--- config.mk ---
export PLATFORM = sky130hd
export DESIGN_NAME = adc_scan_sequencer
export DESIGN_NICKNAME = d
export VERILOG_FILES = /design/src/rtl/adc_seq_pkg.sv /design/src/rtl/rr_pick8.sv /design/src/rtl/adc_scan_sequencer.sv
export SDC_FILE = /design/constraint.sdc
export NUM_CORES = 1
export LEC_CHECK = 0
export CAP_MARGIN = 20
export CORE_MARGIN = 2
export CORE_UTILIZATION = 48
export CTS_CLUSTER_SIZE = 24
export DETAILED_ROUTE_END_ITERATION = 16
export GPL_ROUTABILITY_DRIVEN = 0
export GPL_TIMING_DRIVEN = 0
export HOLD_SLACK_MARGIN = 0.08
export PLACE_DENSITY = 0.83
export SETUP_SLACK_MARGIN = 0.5
export SLEW_MARGIN = 25
export SYNTH_ARGS = -nofsm -noshare
export SYNTH_HDL_FRONTEND = slang
export SYNTH_SLANG_ARGS = --single-unit
--- constraint.sdc ---
create_clock -name clk -period 3.3 [get_ports clk]
set_clock_uncertainty 0.15 [all_clocks]
set_input_delay 0.66 -clock clk [delete_from_list [all_inputs] [get_ports clk]]
set_output_delay 0.66 -clock clk [all_outputs]
set_load 0.03 [all_outputs]
--- src/rtl/adc_seq_pkg.sv ---
// Shared types, constants and the ADC-code conversion for the ADC scan sequencer.
package adc_seq_pkg;

    localparam int unsigned CH_COUNT     = 8;
    localparam int unsigned CH_IDX_W     = $clog2(CH_COUNT);
    localparam int unsigned CHSEL_W      = 5;
    localparam int unsigned CHSEL_OFFSET = 1;
    localparam int unsigned ADC_BITS     = 12;

    typedef enum logic [2:0] {
        ST_IDLE,
        ST_PICK,
        ST_SETTLE,
        ST_CONVERT,
        ST_CAPTURE
    } state_e;

    // Offset-binary ADC code to two's complement: flip the MSB.
    function automatic logic signed [ADC_BITS-1:0] u12_to_signed(input logic [ADC_BITS-1:0] u);
        return signed'({~u[ADC_BITS-1], u[ADC_BITS-2:0]});
    endfunction

endpackage

--- src/rtl/rr_pick8.sv ---
// Combinational round-robin finder: next set mask bit after last_idx, wrapping.
module rr_pick8
    import adc_seq_pkg::*;
(
    input  logic [CH_COUNT-1:0] mask,
    input  logic [CH_IDX_W-1:0] last_idx,
    output logic [CH_IDX_W-1:0] next_idx_c,
    output logic                found_c
);

    logic [CH_IDX_W-1:0] cand;

    // Walk from the farthest offset down so the nearest set bit wins; offset 8 is last_idx itself.
    always_comb begin
        next_idx_c = '0;
        found_c    = 1'b0;
        cand       = '0;
        for (int i = CH_COUNT; i >= 1; i--) begin
            cand = last_idx + CH_IDX_W'(i);
            if (mask[cand]) begin
                next_idx_c = cand;
                found_c    = 1'b1;
            end
        end
    end

endmodule

--- src/rtl/adc_scan_sequencer.sv ---
// Round-robin multi-channel sequencer for the MAX10 ADC hard block with a
// one-entry valid/ready output register and sticky overrun/timeout flags.
module adc_scan_sequencer
    import adc_seq_pkg::*;
#(
    parameter int unsigned BIT_DEPTH      = 12,
    parameter int unsigned TARGET_DEPTH   = 16,
    parameter int unsigned SETTLE_CYCLES  = 4,
    parameter int unsigned TIMEOUT_CYCLES = 1023
) (
    input  logic                    clk,
    input  logic                    rst_n,
    input  logic                    i_enable,
    input  logic [CH_COUNT-1:0]     i_ch_mask,
    output logic [CHSEL_W-1:0]      o_adc_chsel,
    output logic                    o_adc_soc,
    input  logic                    i_adc_eoc,
    input  logic [BIT_DEPTH-1:0]    i_adc_dout,
    output logic [TARGET_DEPTH-1:0] o_sample,
    output logic [CH_IDX_W-1:0]     o_sample_ch,
    output logic                    o_valid,
    input  logic                    i_ready,
    output logic                    o_overrun,
    output logic                    o_timeout,
    input  logic                    i_clear
);

    localparam int unsigned SETTLE_W = 8;
    localparam int unsigned TMO_W    = $clog2(TIMEOUT_CYCLES + 1);

    state_e                  state_q, state_d;
    logic [CH_IDX_W-1:0]     last_idx_q, last_idx_d;
    logic [CHSEL_W-1:0]      chsel_q, chsel_d;
    logic                    soc_q, soc_d;
    logic [SETTLE_W-1:0]     settle_q, settle_d;
    logic [TMO_W-1:0]        tmo_q, tmo_d;
    logic                    eoc_q;
    logic [BIT_DEPTH-1:0]    hold_q, hold_d;
    logic [TARGET_DEPTH-1:0] sample_q, sample_d;
    logic [CH_IDX_W-1:0]     sample_ch_q, sample_ch_d;
    logic                    valid_q, valid_d;
    logic                    overrun_q, overrun_d;
    logic                    timeout_q, timeout_d;

    logic                    eoc_rise;
    logic [CH_IDX_W-1:0]     pick_idx;
    logic                    pick_found;
    logic signed [ADC_BITS-1:0] conv;

    rr_pick8 u_pick (
        .mask       (i_ch_mask),
        .last_idx   (last_idx_q),
        .next_idx_c (pick_idx),
        .found_c    (pick_found)
    );

    assign eoc_rise = i_adc_eoc & ~eoc_q;
    assign conv     = u12_to_signed(ADC_BITS'(hold_q));

    // State and datapath registers.
    always_ff @(posedge clk or negedge rst_n) begin
        if (!rst_n) begin
            state_q     <= ST_IDLE;
            last_idx_q  <= CH_IDX_W'(CH_COUNT - 1);
            chsel_q     <= CHSEL_W'(CHSEL_OFFSET);
            soc_q       <= 1'b0;
            settle_q    <= '0;
            tmo_q       <= '0;
            eoc_q       <= 1'b0;
            hold_q      <= '0;
            sample_q    <= '0;
            sample_ch_q <= '0;
            valid_q     <= 1'b0;
            overrun_q   <= 1'b0;
            timeout_q   <= 1'b0;
        end else begin
            state_q     <= state_d;
            last_idx_q  <= last_idx_d;
            chsel_q     <= chsel_d;
            soc_q       <= soc_d;
            settle_q    <= settle_d;
            tmo_q       <= tmo_d;
            eoc_q       <= i_adc_eoc;
            hold_q      <= hold_d;
            sample_q    <= sample_d;
            sample_ch_q <= sample_ch_d;
            valid_q     <= valid_d;
            overrun_q   <= overrun_d;
            timeout_q   <= timeout_d;
        end
    end

    // Next state, soc (asserted for the cycles spent in CONVERT) and output register.
    always_comb begin
        state_d     = state_q;
        last_idx_d  = last_idx_q;
        chsel_d     = chsel_q;
        soc_d       = 1'b0;
        settle_d    = settle_q;
        tmo_d       = tmo_q;
        hold_d      = hold_q;
        sample_d    = sample_q;
        sample_ch_d = sample_ch_q;
        valid_d     = valid_q & ~i_ready;
        overrun_d   = overrun_q;
        timeout_d   = timeout_q;

        case (state_q)
            ST_IDLE: begin
                if (i_enable && (|i_ch_mask)) begin
                    state_d = ST_PICK;
                end
            end
            ST_PICK: begin
                if (pick_found && i_enable) begin
                    last_idx_d = pick_idx;
                    chsel_d    = CHSEL_W'(pick_idx) + CHSEL_W'(CHSEL_OFFSET);
                    settle_d   = '0;
                    state_d    = ST_SETTLE;
                end else begin
                    state_d = ST_IDLE;
                end
            end
            ST_SETTLE: begin
                if (settle_q == SETTLE_W'(SETTLE_CYCLES - 1)) begin
                    tmo_d   = '0;
                    soc_d   = 1'b1;
                    state_d = ST_CONVERT;
                end else begin
                    settle_d = settle_q + SETTLE_W'(1);
                end
            end
            ST_CONVERT: begin
                if (eoc_rise) begin
                    hold_d  = i_adc_dout;
                    state_d = ST_CAPTURE;
                end else if (tmo_q == TMO_W'(TIMEOUT_CYCLES - 1)) begin
                    timeout_d = 1'b1;
                    state_d   = ST_PICK;
                end else begin
                    tmo_d = tmo_q + TMO_W'(1);
                    soc_d = 1'b1;
                end
            end
            ST_CAPTURE: begin
                sample_d    = TARGET_DEPTH'(conv);
                sample_ch_d = last_idx_q;
                valid_d     = 1'b1;
                if (valid_q && !i_ready) begin
                    overrun_d = 1'b1;
                end
                state_d = i_enable ? ST_PICK : ST_IDLE;
            end
            default: begin
                state_d = ST_IDLE;
            end
        endcase

        // Clear beats a same-cycle set.
        if (i_clear) begin
            overrun_d = 1'b0;
            timeout_d = 1'b0;
        end
    end

    assign o_adc_chsel = chsel_q;
    assign o_adc_soc   = soc_q;
    assign o_sample    = sample_q;
    assign o_sample_ch = sample_ch_q;
    assign o_valid     = valid_q;
    assign o_overrun   = overrun_q;
    assign o_timeout   = timeout_q;

endmodule

# Yosys cells after proc, flatten, opt, wreduce, memory -nomap -nowiden
# Cells that the tools add are included.
# classes
reduce_logical,19
bitwise_logic,5
eq_ne,14
muxes,58
add_sub_neg,10
magnitude_cmp,8
# op_table
operator,n
2-to-1 mux 3 bit,12
less-than comparator 3 x 4 -> 1 bit (second input constant),8
2-to-1 mux 10 bit,3
2-to-1 mux 1 bit,28
binary-select mux 1 bit (select 3 bit),8
case mux 10 bit (2 select lines),1
2-to-1 mux 8 bit,2
case mux 8 bit (2 select lines),1
case mux 3 bit (5 select lines),1
!= test 2 bit (second input constant),7
adder 3 bit (second input constant),4
nonzero test 2 bit,6
adder 10 x 1 -> 10 bit (second input constant),1
equality test 10 bit (second input constant),1
AND reduction 3 bit,3
adder 8 x 1 -> 8 bit (second input constant),1
equality test 8 x 2 -> 1 bit (second input constant),1
OR reduction 8 bit,1
adder 3 x 2 -> 3 bit (second input constant),2
equality test 3 x 2 -> 1 bit (second input constant),2
AND reduction 2 bit,3
adder 3 x 1 -> 4 bit (second input constant),1
AND reduction 4 bit,1
adder 3 x 1 -> 3 bit (second input constant),1
other kinds (10),15
# word_totals
elab_cells,127
reg_bits,61
out_inout_bits,28
input_bits,26

# Depth between registers and ports, before layout
# depth
word_depth,13
depth_mapped,15
depth_no_buf,13

# Hierarchy
# A second synthesis with hierarchy kept.
# hier_totals
cells_unflattened,326
hier_area_um2,3412.0
# modules_own_cells
mod,area_per_inst_um2,seq_area_each_um2,n_inst,cells_per_inst
adc_scan_sequencer,2737.6,1506.4,1,249
rr_pick8,674.4,0.0,1,77

# Worst setup path before layout
# OpenSTA, ideal clock, no wires.
# synth_timing
kind,flip-flop to flip-flop
from,register last_idx_q[0]
to,register chsel_q[2] (netlist: o_adc_chsel[2])
slack_ps,-209
arrival_time_ps,3234
setup_time_ps,125
stages_incl_launch_ff,14
n_path_buf,2
required_time_ps,3025
period_less_slack_ps,3509
path_cell_list,dfstp_2 > buf_6 > inv_1 > ha_1 > clkbuf_8 > mux4_1 > mux2_4 > nand2b_1 > a41o_1 > a21oi_1 > inv_1 > ha_1 > nor3_1 > o31ai_1
# synth_via
word_cells_on_any_way,42
classes_between,8 x add/sub; 32 x mux; 2 x reduce/logical
# synth_rtl
item,line,text
"start, declared",adc_scan_sequencer.sv:32,"logic [CH_IDX_W-1:0] last_idx_q, last_idx_d;"
"start signal, assigned",adc_scan_sequencer.sv:64,last_idx_q <= CH_IDX_W'(CH_COUNT - 1);
"start signal, assigned",adc_scan_sequencer.sv:78,last_idx_q <= last_idx_d;
adder 3 bit or binary-select mux 1 bit (select 3 bit) (tied branches),"rr_pick8.sv:19, rr_pick8.sv:20",
binary-select mux 1 bit (select 3 bit) or 2-to-1 mux 1 bit (tied branches),rr_pick8.sv:20,if (mask[cand]) begin
2-to-1 mux 1 bit (not written as such) or 2-to-1 mux 3 bit (tied branches),rr_pick8.sv:20,
2-to-1 mux 3 bit (6 in a row),rr_pick8.sv:20,
2-to-1 mux 3 bit (*),rr_pick8.sv:20,
named net pick_idx[0],adc_scan_sequencer.sv:46,logic [CH_IDX_W-1:0] pick_idx;
adder 3 x 1 -> 4 bit (*),adc_scan_sequencer.sv:117,chsel_d = CHSEL_W'(pick_idx) + CHSEL_W'(CHSEL_OFFSET);
"end signal, assigned",adc_scan_sequencer.sv:65,chsel_q <= CHSEL_W'(CHSEL_OFFSET);
"end signal, assigned",adc_scan_sequencer.sv:79,chsel_q <= chsel_d;
"end, declared",adc_scan_sequencer.sv:33,"logic [CHSEL_W-1:0] chsel_q, chsel_d;"
# The timed path passes the listed nets; every way through them passes the cells marked *. The select of a mux whose other input is x is not followed.
# A chain may end at the register's enable or synchronous reset.

# Final worst setup path
# Ends and elaborated chain as after synthesis.

==> flow_metrics.env <==
export IMPL_crit_arrival_ps=3560
export IMPL_required_ps=3390
export IMPL_totalWireLength_mm=7.89
export IMPL_die_area_mm2=0.00744
export IMPL_fillers=473
export IMPL_finalSetupViolations=4
export IMPL_cts_max_path_buffers=2
export IMPL_use_met3=0.0667
export IMPL_syn_area_mm2=0.00325
export IMPL_cts_tree="built"
export IMPL_p_leak_nw=1.99
export IMPL_worstRegToRegCells=13
export IMPL_grt_max_degree=36
export IMPL_violations="negative setup slack"
export IMPL_final_layout_size_suffix_gt1_frac=0.243
export IMPL_pwr_share_comb=0.649
export IMPL_h_tree_depth=3
export IMPL_synth_area_per_cell_um2=9.88
export IMPL_die_w_um=86.3
export IMPL_clkSlewWorstSetupHoldPaths_ps=70
export IMPL_num_vias=2772
export IMPL_rr_endpoint="o_adc_chsel[2]"
export IMPL_synth_fp_nets=361
export IMPL_synth_compound_area_frac=0.0920
export IMPL_p_int_w=0.00289
export IMPL_peakVddDrop_v=0.000643
export IMPL_yosysMostFrequentCell="nand2_1"
export IMPL_ys_seq_area_frac=0.464
export IMPL_grtUsageMet2=0.341
export IMPL_synth_cell_types=49
export IMPL_drtIter0Drc=251
export IMPL_drt_vias_per_instance=5.58
export IMPL_post_route_period_util=1.05
export IMPL_path_max_fanout=5
export IMPL_core_mm2=0.00646
export IMPL_synth_top_area_frac=0.431
export IMPL_finalPower_w=0.00502
export IMPL_synthSimpleGateAreaFrac=0.204
export IMPL_synth_mux_area_fraction=0.127
export IMPL_async_reset_ff_frac=1.00
export IMPL_seq_power_share=0.237
export IMPL_clkLatencyLatePin_ps=340
export IMPL_power_density_mw_per_mm2=1140
export IMPL_finalHoldViolCount=0
export IMPL_holdWs_ps=76.2
export IMPL_cp_start_kind="register"
export IMPL_rr_startpoint="last_idx_q[0]"
export IMPL_grt_pass1_vias=2766
export IMPL_postRouteAntennaNets=0
export IMPL_timing_slew_headroom=0.560
export IMPL_endpoint_kind="register"
export IMPL_grt_pass1_wl_mm=12.7
export IMPL_overflow=0
export IMPL_busiest_layer="met2"
export IMPL_synthTopCellsByCount="nand2_1, dfrtp_1, nor2_1"
export IMPL_synthAdderAreaFrac=0.0231
export IMPL_clock_sinks=60
export IMPL_drc=0
export IMPL_track_usage=0.217
export IMPL_netSwitchingPower_w=0.00213
export IMPL_clkPwrFrac=0.114
export IMPL_ys_ff_latch=60
export IMPL_synth_xor_xnor_area_share=0.0404
export IMPL_rows=29
export IMPL_max_clock_freq_ghz=0.289
export IMPL_cap_viol_max_count=0
export IMPL_dpl_hpwl_mm=5.10
export IMPL_use_met1=0.279
export IMPL_synthCells=329
export IMPL_hold_class="input pin to asynchronous set/reset pin"
export IMPL_ys_warn_count=0
export IMPL_ioPinCount=54
export IMPL_antenna_found_initial=0
export IMPL_drtPass1Iterations=4
export IMPL_yosys_area_top_type="dfrtp_1"
export IMPL_fin_ws_ps=-162
export IMPL_port_buffers=52
export IMPL_cts_hold_buf=0
export IMPL_root_buffer="clkbuf_8"
export IMPL_tns_ps=-377
export IMPL_die_y_um=86.3
export IMPL_wl_per_cell_um=15.9
export IMPL_r2r_slack_ps=-160
export IMPL_syn_to_final_growth_pct=34.9
export IMPL_cts_made_buffers=9
export IMPL_path_class="register to register"
export IMPL_start_util=0.503
export IMPL_synthTopCellsByArea="dfrtp_1, nand2_1, mux2_2"
export IMPL_tightest_slew_ps=658
export IMPL_nets=447
export IMPL_synth_flop_cell="dfrtp_1"
export IMPL_p_sw_frac=0.425
export IMPL_diodes=0
export IMPL_synth_edff_count=0
export IMPL_rsz0062_at_grt="yes"
export IMPL_fin_crit_ps=3460
export IMPL_drv_slew=0
export IMPL_synth_top_family_by_area="simple AND/OR/NAND/NOR gates"
export IMPL_outcome="finished with violations"
-- how the worst max path moves through the flow --
stage | to | from
floorplan | o_adc_chsel[2] | last_idx_q[0]
global placement | o_adc_chsel[2] | rst_n
detailed placement | o_adc_chsel[2] | last_idx_q[0]
CTS | o_adc_chsel[2] | last_idx_q[1]
global route | o_adc_chsel[2] | last_idx_q[1]
finish | o_adc_chsel[2] | last_idx_q[0]
-- area by class of cell --
type	count	area, µm²	area share
buffer	16	140	0.0320
clock buffer	11	141	0.0322
clock inverter	5	27.5	0.00628
inverter	10	45.0	0.0103
multi-input combinational	243	1710	0.389
sequential	60	1510	0.344
tap	77	96.3	0.0220
timing repair buffer	75	722	0.165
-- power by group through the flow --
| stage | combinational (W) | sequential [W] | clock (W) |
|---|---|---|---|
| 6_report | 0.00326 | 0.00119 | 0.000572 |
| 5_1_grt | 0.00350 | 0.00123 | 0.000617 |
| 4_1_cts | 0.00286 | 0.00118 | 0.000582 |
| 3_5_place_dp | 0.00239 | 0.00120 | 0 |
| 3_3_place_gp | 0.00231 | 0.00119 | 0 |
| 2_1_floorplan | 0.00159 | 0.00136 | 0 |
-- routing by layer --
layer	share of wire	wire length (µm)	vias to the layer above
li1	-	-	1303
met1	0.43	3370	1361
met2	0.48	3810	90
met3	0.066	518	18
met4	0.024	192	0
met5	0	0	-
-- registers in the layout, indices dropped and copies added, names as in the netlist --
| signal | cells |
|---|---|
| o_adc_soc | 1 |
| o_timeout | 1 |
| o_valid | 1 |
| hold_q | 12 |
| settle_q | 8 |
| tmo_q | 10 |
| state_q | 3 |
| o_sample_ch | 3 |
| eoc_q | 1 |
| o_adc_chsel | 4 |
| last_idx_q | 3 |
| o_sample | 12 |
| o_overrun | 1 |
-- per-stage QoR --
| step | setup slack (ps) | cell area, µm² | utilization | std cells |
|---|---|---|---|---|
| after global routing | -256 | 4380 | 0.679 | 497 |
| after floorplan | 16.3 | 3300 | - | 329 |
| after global placement | -449 | 3910 | 0.606 | 458 |
| after detailed placement | -317 | 3930 | 0.609 | 459 |
| after CTS | -97.8 | 4290 | 0.664 | 492 |
| final | -162 | 4380 | 0.679 | 497 |
-- worst max-delay path: stages (launching register included) --
cell	delay, ps
dfstp_2	540
buf_8	100
inv_4	40
ha_4	270
clkbuf_16	130
mux4_2	540
mux2_4	320
nand2b_4	150
a41o_1	280
a21oi_2	250
inv_2	90
ha_4	170
o21a_1	100
o31ai_1	210
-- cells in the final DEF (no fill, tap or decap), types with 11 or more instances in the layout --
cell,count
buf_4,23
clkdlybuf4s50_1,51
clkbuf_8,11
dfrtp_1,56
mux2_2,14
nand2_1,67
a21oi_1,11
nor2_1,26
-- kinds of logic after synthesis --
kind of cell,after synthesis
simple gates,145
flops,60
compound gates,49
mux,27
buf+inv,26
xor+xnor,15
fa+ha+maj,6
other cells,1
-- timing repair --
item | 4_1_cts | 5_1_grt
pin swaps | 10 | 6
hold endpoints to repair | 0 | 0
gates resized for setup | 16 | 15
setup endpoints to repair | 17 | 22
setup buffers | 16 | 5
cloned | 1 | 0
Power figures use the tool's default switching activity.
